==> src/rtl/inst_loader.sv <==
// Packs a byte stream into 32-bit words and writes them to instruction RAM from word 0, holding the core in reset.
// Latency: 4 byte transfers + 1 write cycle per word; done/err pulse 1 cycle after the final write, trailer or rejected start.
// Backpressure: byte_ready high only in RECV (and CHECK); optional trailer checksum under `CHECKSUM_EN.
module inst_loader #(
    parameter int ADDR_W = 5,
    parameter int DEPTH  = 32
) (
    input  logic              clk,
    input  logic              rst,
    input  logic              start,
    input  logic [ADDR_W:0]   word_count,
    input  logic              byte_valid,
    input  logic [7:0]        byte_data,
    output logic              byte_ready,
    output logic              mem_we,
    output logic [ADDR_W-1:0] mem_addr,
    output logic [31:0]       mem_wdata,
    output logic              cpu_hold,
    output logic              busy,
    output logic              done,
    output logic              err
);

    localparam logic [ADDR_W:0] DEPTH_W = (ADDR_W+1)'(DEPTH);

    typedef enum logic [2:0] {
        S_IDLE,
        S_RECV,
        S_WRITE,
`ifdef CHECKSUM_EN
        S_CHECK,
`endif
        S_DONE
    } state_t;

    state_t              state, state_nxt;
    logic [ADDR_W:0]     count_q;
    logic [ADDR_W-1:0]   word_idx;
    logic [1:0]          byte_idx;
    logic [23:0]         word_buf;
    logic [ADDR_W-1:0]   mem_addr_q;
    logic [31:0]         mem_wdata_q;
    logic                err_q;
    logic                start_ok;
    logic                last_word;
`ifdef CHECKSUM_EN
    logic [7:0]          sum_q;
`endif

    assign start_ok  = (word_count != '0) && (word_count <= DEPTH_W);
    assign last_word = ({1'b0, word_idx} == (count_q - 1'b1));

    always_ff @(posedge clk or negedge rst) begin
        if (!rst) state <= S_IDLE;
        else      state <= state_nxt;
    end

    always_comb begin
        state_nxt = state;
        case (state)
            S_IDLE:  if (start && start_ok) state_nxt = S_RECV;
            S_RECV:  if (byte_valid && byte_idx == 2'd3) state_nxt = S_WRITE;
`ifdef CHECKSUM_EN
            S_WRITE: state_nxt = last_word ? S_CHECK : S_RECV;
            S_CHECK: if (byte_valid) state_nxt = (byte_data == sum_q) ? S_DONE : S_IDLE;
`else
            S_WRITE: state_nxt = last_word ? S_DONE : S_RECV;
`endif
            S_DONE:  state_nxt = S_IDLE;
            default: state_nxt = S_IDLE;
        endcase
    end

    always_comb begin
        byte_ready = 1'b0;
        mem_we     = 1'b0;
        busy       = 1'b0;
        done       = 1'b0;
        case (state)
            S_RECV:  begin byte_ready = 1'b1; busy = 1'b1; end
            S_WRITE: begin mem_we = 1'b1; busy = 1'b1; end
`ifdef CHECKSUM_EN
            S_CHECK: begin byte_ready = 1'b1; busy = 1'b1; end
`endif
            S_DONE:  done = 1'b1;
            default: ;
        endcase
    end

    assign cpu_hold  = busy;
    assign err       = err_q;
    assign mem_addr  = mem_addr_q;
    assign mem_wdata = mem_wdata_q;

    // Address/data registers load on the 4th byte so they hold the last written word outside WRITE.
    always_ff @(posedge clk or negedge rst) begin
        if (!rst) begin
            count_q     <= '0;
            word_idx    <= '0;
            byte_idx    <= '0;
            word_buf    <= '0;
            mem_addr_q  <= '0;
            mem_wdata_q <= '0;
            err_q       <= 1'b0;
`ifdef CHECKSUM_EN
            sum_q       <= '0;
`endif
        end else begin
            err_q <= 1'b0;
            case (state)
                S_IDLE: begin
                    if (start) begin
                        if (start_ok) begin
                            count_q  <= word_count;
                            word_idx <= '0;
                            byte_idx <= '0;
`ifdef CHECKSUM_EN
                            sum_q    <= '0;
`endif
                        end else begin
                            err_q <= 1'b1;
                        end
                    end
                end
                S_RECV: begin
                    if (byte_valid) begin
                        byte_idx <= byte_idx + 2'd1;
`ifdef CHECKSUM_EN
                        sum_q    <= sum_q + byte_data;
`endif
                        case (byte_idx)
                            2'd0: word_buf[7:0]   <= byte_data;
                            2'd1: word_buf[15:8]  <= byte_data;
                            2'd2: word_buf[23:16] <= byte_data;
                            default: begin
                                mem_wdata_q <= {byte_data, word_buf};
                                mem_addr_q  <= word_idx;
                            end
                        endcase
                    end
                end
                S_WRITE: begin
                    if (!last_word) word_idx <= word_idx + 1'b1;
                end
`ifdef CHECKSUM_EN
                S_CHECK: begin
                    if (byte_valid && byte_data != sum_q) err_q <= 1'b1;
                end
`endif
                default: ;
            endcase
        end
    end

endmodule

==> config.mk <==
export PLATFORM = sky130hd
export DESIGN_NAME = inst_loader
export DESIGN_NICKNAME = d
export VERILOG_FILES = /design/src/rtl/inst_loader.sv
export SDC_FILE = /design/constraint.sdc
export NUM_CORES = 1
export LEC_CHECK = 0
export CORE_ASPECT_RATIO = 1.25
export CORE_MARGIN = 5
export CORE_UTILIZATION = 41
export DETAILED_ROUTE_END_ITERATION = 6
export GPL_ROUTABILITY_DRIVEN = 0
export SETUP_SLACK_MARGIN = 0.05
export SLEW_MARGIN = 20
export SYNTH_ARGS = -nofsm -noshare
export SYNTH_HDL_FRONTEND = slang
export SYNTH_SLANG_ARGS = --single-unit
==> constraint.sdc <==
create_clock -name clk -period 4.7 [get_ports clk]
set_clock_uncertainty 0.15 [all_clocks]
set_input_delay 0.94 -clock clk [delete_from_list [all_inputs] [get_ports clk]]
set_output_delay 0.94 -clock clk [all_outputs]
set_load 0.05 [all_outputs]
# Word-level counts from Yosys, hierarchy flattened
# Index checks and enable logic that the tools add are counted.
dict set report totals {
  output_inout_bits 43
  inputBits 18
  reg_bits 78
  elab_cells 65
}
dict set report classes {
  n_bitwise 1
  n_addsub 3
  eq_ne 13
  reduce_logical 18
  mux 19
  magnitude_cmp 1
}
# cell n
set op_table {}
lappend op_table {{$mux 5} 3}
lappend op_table {{$reduce_and 3->1} 5}
lappend op_table {{$ne 2x2->1 const B} 6}
lappend op_table {{$pmux 5 s2} 1}
lappend op_table {{$pmux 3 s3} 1}
lappend op_table {{$mux 2} 4}
lappend op_table {{$reduce_and 4->1} 2}
lappend op_table {{$mux 1} 7}
lappend op_table {{$eq 3x2->1 const B} 2}
lappend op_table {{$eq 5x6->1} 1}
lappend op_table {{$le 6x6->1 const B} 1}
lappend op_table {{$mux 3} 2}
lappend op_table {{$reduce_bool 6->1} 1}
lappend op_table {{$sub 6x1->6 const B} 1}
lappend op_table {{$add 5x1->5 const B} 1}
lappend op_table {{$eq 2x2->1 const B} 2}
lappend op_table {{$pmux 2 s2} 1}
lappend op_table {{$reduce_bool 2->1} 2}
lappend op_table {{$eq 3x1->1 const B} 1}
lappend op_table {{$logic_and 1x1->1} 3}
lappend op_table {{$logic_not 3->1} 1}
lappend op_table {{$reduce_or 3->1} 1}
lappend op_table {{$add 2x1->2 const B} 1}
lappend op_table {{$eq 2x1->1 const B} 1}
lappend op_table {{other kinds (4)} 4}

# Depth between registers and ports, before layout
# Gate-level depths: netlist of the first run.
dict set report logic_depth {
  word_depth 5
  mapped_depth 8
  ltp_nobuf 7
}

# Least setup slack after synthesis of the first run
# Ideal clock, no wire load.
dict set report synth_path {
  path_kind {in2reg}
  start {input word_count[1]}
  end {register word_idx[2]}
  arrival_time_ns 2.245
  stages 5
  n_path_buf 0
  required_ns 4.456
  slack_ns 2.211
  setup_ns 0.094
  path_cell_list {nor3_1 -> mux2i_1 -> nor2_1 -> a211o_2 -> a221oi_2}
}
dict set report synth_between {
  elab_chain_cells 4
  elab_cells_between_ends 5
  classes_between {order compare: 1; eq/ne: 1; reduce/logical: 3}
}
# item line_no
set synth_lines {}
lappend synth_lines {{from (decl)} 11} ;# input logic [ADDR_W:0] word_count,
lappend synth_lines {{$le 6x6->1 or $reduce_bool 6->1 (tied branches)} 50} ;# assign start_ok = (word_count != '0) && (word_count <= DEPTH_W);
lappend synth_lines {{$logic_and 1x1->1 *} 50}
lappend synth_lines {{$ne 2x2->1 (no line) *} -}
lappend synth_lines {{$reduce_and 4->1 (no line) *} -}
lappend synth_lines {{to (signal assigned)} 143} ;# if (!last_word) word_idx <= word_idx + 1'b1;
lappend synth_lines {{to (decl)} 38} ;# logic [ADDR_W-1:0] word_idx;
# Every way passes the cells marked *; elsewhere a longest branch is shown, timed or not.
# A chain may end at the register's enable or synchronous reset.

# Worst setup path after layout of the first run
dict set report layout_path {
  start {register state[1]}
  end {output byte_ready}
}
dict set report layout_between {
  elab_chain_cells 2
}
# item line_no
set layout_lines {}
lappend layout_lines {{from (decl)} 36} ;# state_t state, state_nxt;
lappend layout_lines {{from (signal assigned)} 55} ;# else state <= state_nxt;
lappend layout_lines {{$eq 3x1->1} 79} ;# case (state)
lappend layout_lines {{$mux 1} 79}
lappend layout_lines {{to (decl)} 14} ;# output logic byte_ready,
# Every way passes these cells.

==> summary.txt, run 1 <==
status -> completed
Cell Chain, Critical Path -> inv_1, ha_1, clkdlybuf4s50_1
vias in the first global route -> 2370
synth unique cells -> 35
Vert. Die Dim -> 112.0 um
Max Fclk -> 0.3100 GHz
grt met1 use -> 16.76%
top_reg_cell synth -> dfrtp_1
number of port buffers -> 60
I/O Pins -> 61
Final #Nets -> 349
design area -> 0.004308 mm2
Iteration-0 DRC Markers -> 50
ys async rst share -> 100.0%
TritonCTS buffer count -> 9
Max clock buf depth -> 2
hold crit path type -> register to register
Tot GR Track Use -> 13.79%
post-detail-place hpwl -> 4569 um
Lkg Pwr -> 0.001980 uW
Hold Buf Count CTS -> 0
Critical Path End Type -> primary output
Pre-Repair DR Iteration Count -> 4
Worst path slowest cell -> clkdlybuf4s50_1
CTS tree -> yes
worst-path maximum fanout -> 9
PD cells -> 583.0 mW/mm2
Peak VDD IR -> 340.2 uV
Critical Path RT -> 3.61 ns
via/cell ratio -> 5.137
FILL cells -> 745
routing usage on met2 -> 23.70%
number of synthesized flops with an enable pin -> 0
DR vias -> 2168
DRT Wirelength -> 6507 um
CP max stage delay -> 0.88 ns
DRT antenna net count -> 0
DRC Markers -> 0
setup bufs post-CTS -> 0
Worst Tran Pin Value -> 0.9752 ns
ant diodes -> 0
Slew Limit Fails -> 0
Core ar. -> 0.008194 mm2
global route total overflow -> 0
DP Area -> 0.004105 mm2
Initial Utilization -> 41.66%
layout cell share with drive strength beyond 1 -> 26.15%
drt wl/cell -> 15.42 um
clock latency on the worst-skew pair -> 0.34 ns
syn_area_per_cell -> 13.33 um2
Synthesized Nets -> 285
cells after synthesis -> 256
Synth Cell Area -> 0.003413 mm2
H-Tree Depth -> 3
final number of hold-violating endpoints -> 0
Setup violations, final -> 0
synthesized flop and latch total -> 77
pin count of the biggest net entering global routing -> 78
Seq/Total Area, Yosys -> 56.45%
MaxCap Viol Count -> 0
first-pass GRT wire length -> 11340 um
max_slew headroom -> 34.91%
DIE AREA -> 0.01026 mm2
crit path time final -> 3.226 ns
unrepaired setup endpoints after global routing -> no
most frequent cells in the layout -> 77 x dfrtp_1, 62 x mux2_2, 59 x clkdlybuf4s50_1
Num Clock Sinks -> 77
Worst EP arrival -> 2.14 ns
yosys warns -> 0
Total Power -> 2511 uW
area delta synth->final -> 26.21%
CP Launch Type -> register
Clock Pin Slew Worst Setup and Hold Paths -> 0.08 ns
M3 GR Usage -> 3.284%
post-cts resize count -> 0
Most Crowded Layer GR -> met2
Tcrit/Tclk final -> 68.64%
initial antenna violation count -> 0
commonest non-fill, non-tap cell in the layout -> dfrtp_1
Die W -> 91.61 um
CP Class -> register to primary output
Sum Neg Setup Slack -> 0 ns
CTS root buf -> clkbuf_8
row count -> 37
-- kinds of logic after synthesis --
logic type               Yosys count  synth area share, %
buffers and inverters             18                2.163
flip-flops                        77                56.45
multiplexers                      67                21.92
adder cells (fa/ha/maj)           11                4.032
AND/OR/NAND/NOR                   53                8.761
AO/OA/AOI/OAI                     23                4.875
XOR/XNOR                           7                1.796
-- per-layer routing --
layer,up-vias,wire length [um]
li1,1031,-
met1,1084,2826
met2,44,3294
met3,9,283
met4,0,102
met5,-,0
-- power by group --
part,switching (uW),internal (uW)
Sequential,137,866
Clock,235,275
Combinational,581,416
Total,953,1560
-- cells in the mapped netlist (4+ instances only) --
library cell	instances	area [um2]
clkbuf_1	4	15.01
ha_1	11	137.6
mux2i_1	5	50.05
nand2_1	19	71.32
mux2_2	62	698.2
o21ai_0	5	25.02
and3_1	4	25.02
nor2_1	5	18.77
nor3_1	5	25.02
nand3_1	7	35.03
inv_1	11	41.29
dfrtp_1	77	1927
xnor2_1	4	35.03
-- worst paths after layout --
| kind | cells past startpoint | slack [ns] | endpoint | startpoint |
|---|---|---|---|---|
| max reg2reg | 4 | 2.08 | mem_addr[0] | state[1] |
| min reg2reg | 2 | 0.34 | mem_addr[2] | mem_addr[2] |
| min in group asynchronous | 1 | 0.58 | mem_wdata[8] | rst |
| max | 3 | 1.47 | byte_ready | state[1] |
| max in group asynchronous | 1 | 3.20 | count_q[1] | rst |
| min | 2 | 0.34 | mem_addr[2] | mem_addr[2] |
-- critical path: cells and delay by family, from the launching register on --
family / cells / cell delay (ns)
adder cells (fa/ha/maj): 1 / 0.37
buffers and inverters: 2 / 0.98
flip-flops: 1 / 0.44
-- layout make-up --
type                    count  area [um2]  area share [%]
clock inverters             3       43.79           1.017
flip-flops and latches     77        1927           44.73
clock buffers              13       158.9           3.689
inverters                  11       41.29          0.9585
well taps                  97       121.4           2.817
repair buffers             60       598.1           13.88
multi-input cells         161        1418           32.91
-- registers in the layout, indices dropped and copies added, names as in the netlist --
signal,cells
byte_idx,2
mem_addr,5
word_buf,24
state,2
mem_wdata,32
count_q,6
err,1
word_idx,5
-- per-stage QoR --
step	util, %	setup WS [ns]	hold WS [ns]	cells
2_1_floorplan	-	2.211	0.3250	256
3_3_place_gp	50.10	1.462	0.3251	406
3_5_place_dp	50.10	1.428	0.3334	406
4_1_cts	52.57	1.443	0.3526	422
5_1_grt	52.57	1.339	0.3686	422
6_report	52.57	1.474	0.3417	422
No activity file was read; power rests on OpenSTA's default activity.
==> run 2, diff against run 1 <==
==> constraint.sdc (replaced) <==
create_clock -name clk -period 3.3 [get_ports clk]
set_clock_uncertainty 0.15 [all_clocks]
set_input_delay 0.66 -clock clk [delete_from_list [all_inputs] [get_ports clk]]
set_output_delay 0.66 -clock clk [all_outputs]
set_load 0.05 [all_outputs]
==> run 2 against run 1 <==
Clock power up 71%. Global-route usage increased by 0.18 points. Wire length up 1.6%. First-iteration DRC count rose by 2.0%. Critical path type unchanged. Sequential share of layout area down 0.51 points. Critical path depth stayed put. Critical endpoint unchanged. Power is 48% higher. Non-clock buffer count up 1. Die area unchanged.
==> summary.txt, run 2 (synthesis results as in run 1) <==
initial antenna violation count -> 0 (unchanged)
CP Launch Type -> register
CP max stage delay -> 0.89 ns (about the same)
Worst EP arrival -> 2.19 ns (+0.05 ns)
Max clock buf depth -> 2 (unchanged)
Slew Limit Fails -> 0 (unchanged)
Tcrit/Tclk final -> 90.77%
post-detail-place hpwl -> 4604 um (+0.76%)
Num Clock Sinks -> 77 (unchanged)
unrepaired setup endpoints after global routing -> no
Post-Layout Cell Count -> 422 (unchanged)
status -> completed
CTS root buf -> clkbuf_8
most frequent cells in the layout -> 77 x dfrtp_1, 62 x mux2_2, 59 x clkdlybuf4s50_1
area delta synth->final -> 27.68%
WP buf/inv -> 2 (unchanged)
PD cells -> 855.3 mW/mm2 (+47%)
Worst path depth -> 3 (unchanged)
CTS tree -> yes
Iteration-0 DRC Markers -> 51 (+2.0%)
DRT antenna net count -> 0 (unchanged)
DR vias -> 2179 (+0.51%)
number of port buffers -> 60 (unchanged)
crit path time final -> 2.996 ns
R2R Path Start -> state[0]
Cell Chain, Critical Path -> inv_1, ha_1, clkdlybuf4s50_1
DRC Markers -> 0 (unchanged)
commonest non-fill, non-tap cell in the layout -> dfrtp_1
pin count of the biggest net entering global routing -> 78 (unchanged)
worst r2r dst -> word_idx[4]
r2r worst-path depth -> 7 (+3)
Worst path slowest cell -> clkdlybuf4s50_1
Lkg Pwr -> 0.002003 uW (+1.2%)
Critical Path RT -> 2.49 ns (-1.12 ns)
TritonCTS buffer count -> 9 (unchanged)
MaxCap Viol Count -> 0 (unchanged)
worst reg2reg setup slack -> 0.94 ns (-1.14 ns)
via/cell ratio -> 5.164 (+0.51%)
Sum Neg Setup Slack -> 0 ns (unchanged)
Vert. Die Dim -> 112.0 um (unchanged)
Critical Path End Type -> primary output
Core ar. -> 0.008194 mm2 (unchanged)
Hold Buf Count CTS -> 0 (unchanged)
Setup WS post-layout -> 0.3045 ns (-1.169 ns)
first-pass GRT wire length -> 11470 um (+1.1%)
utilization after layout -> 53.18% (+0.61 points)
FILL cells -> 732 (-1.7%)
CP top delay family -> buffers and inverters
hold crit path type -> input pin to async pin
Tot GR Track Use -> 13.97% (+0.18 points)
Peak VDD IR -> 545.4 uV (+60%)
drt wl/cell -> 15.67 um (+1.6%)
ant diodes -> 0 (unchanged)
vias in the first global route -> 2301 (-2.9%)
I/O Pins -> 61 (unchanged)
global route total overflow -> 0 (unchanged)
Initial Utilization -> 41.66% (unchanged)
post-cts resize count -> 0 (unchanged)
layout cell share with drive strength beyond 1 -> 26.77% (+0.62 points)
setup bufs post-CTS -> 0 (unchanged)
H-Tree Depth -> 3 (unchanged)
max_slew headroom -> 36.48% (+1.6 points)
DIE AREA -> 0.01026 mm2 (unchanged)
Setup violations, final -> 0 (unchanged)
pre-CTS setup slack -> 0.3921 ns (-1.036 ns)
Largest register FFs -> 32 (unchanged)
CP startpoint -> state[1]
row count -> 37 (unchanged)
Total Power -> 3727 uW (+48%)
placed cell count -> 407 (+0.25%)
Worst Tran Pin Value -> 0.9527 ns (-0.02245 ns)
CP Class -> register to primary output
Pre-Repair DR Iteration Count -> 4 (unchanged)
Die W -> 91.61 um (unchanged)
DRT Wirelength -> 6613 um (+1.6%)
worst-path maximum fanout -> 9 (unchanged)
Clock Pin Slew Worst Setup and Hold Paths -> 0.08 ns (about the same)
Final #Nets -> 350 (+0.29%)
worst setup path end -> byte_ready
final number of hold-violating endpoints -> 0 (unchanged)
clock latency on the worst-skew pair -> 0.35 ns (about the same)
Max Fclk -> 0.3338 GHz
## run 2: cell count changes in the layout (fill, tap and decap cells not counted)
cell	before	now
buf_4	1	2
bufinv_16	1	3
clkbuf_1	2	0
clkbuf_8	11	10
clkinv_2	1	0
inv_6	0	1
## run 2: area by class of cell
cell class / count / area [um2] / area share [%]
clock buffers: 10 / 137.6 / 3.158
clock inverters: 5 / 107.6 / 2.469
inverters: 11 / 41.29 / 0.9475
multi-input cells: 161 / 1418 / 32.53
flip-flops and latches: 77 / 1927 / 44.21
well taps: 97 / 121.4 / 2.785
repair buffers: 61 / 605.6 / 13.90
## run 2: worst min-delay path by stage
| stage | cells past startpoint | from | slack, ns | end |
|---|---|---|---|---|
| 4_1_cts | 1 | rst | 0.34 | word_buf[14] |
| 2_1_floorplan | 0 | rst | 0.21 | byte_idx[0] |
| 5_1_grt | 1 | word_buf[22] | 0.36 | mem_wdata[22] |
| 3_3_place_gp | 2 | mem_addr[1] | 0.32 | mem_addr[1] |
| 3_5_place_dp | 2 | mem_addr[1] | 0.33 | mem_addr[1] |
| 6_report | 1 | rst | 0.30 | mem_wdata[0] |
## run 2: layer usage
layer	track usage [%]	routed length [um]
met5	0	0
met4	5.433	108
met3	3.284	303
met2	23.01	3291
met1	17.76	2910
## run 2: where the power goes
group,total [uW],switching [uW],internal [uW]
combinational,1420,831,592
clock,874,351,523
sequential,1430,196,1230
## run 2: through the flow
stage	instance area, um2	hold WS (ns)
finish	4358	0.3010
global route	4358	0.3621
CTS	4358	0.3408
detailed placement	4113	0.3327
global placement	4113	0.3221
floorplan	3413	0.2144
## run 2: worst reg2reg max path, cell delays in order (launching register included)
cell	delay [ns]
dfrtp_1	0.45
inv_1	0.13
ha_1	0.30
nand3b_1	0.11
a21oi_1	0.50
nor4b_1	0.14
a311oi_1	0.34
o31ai_1	0.12
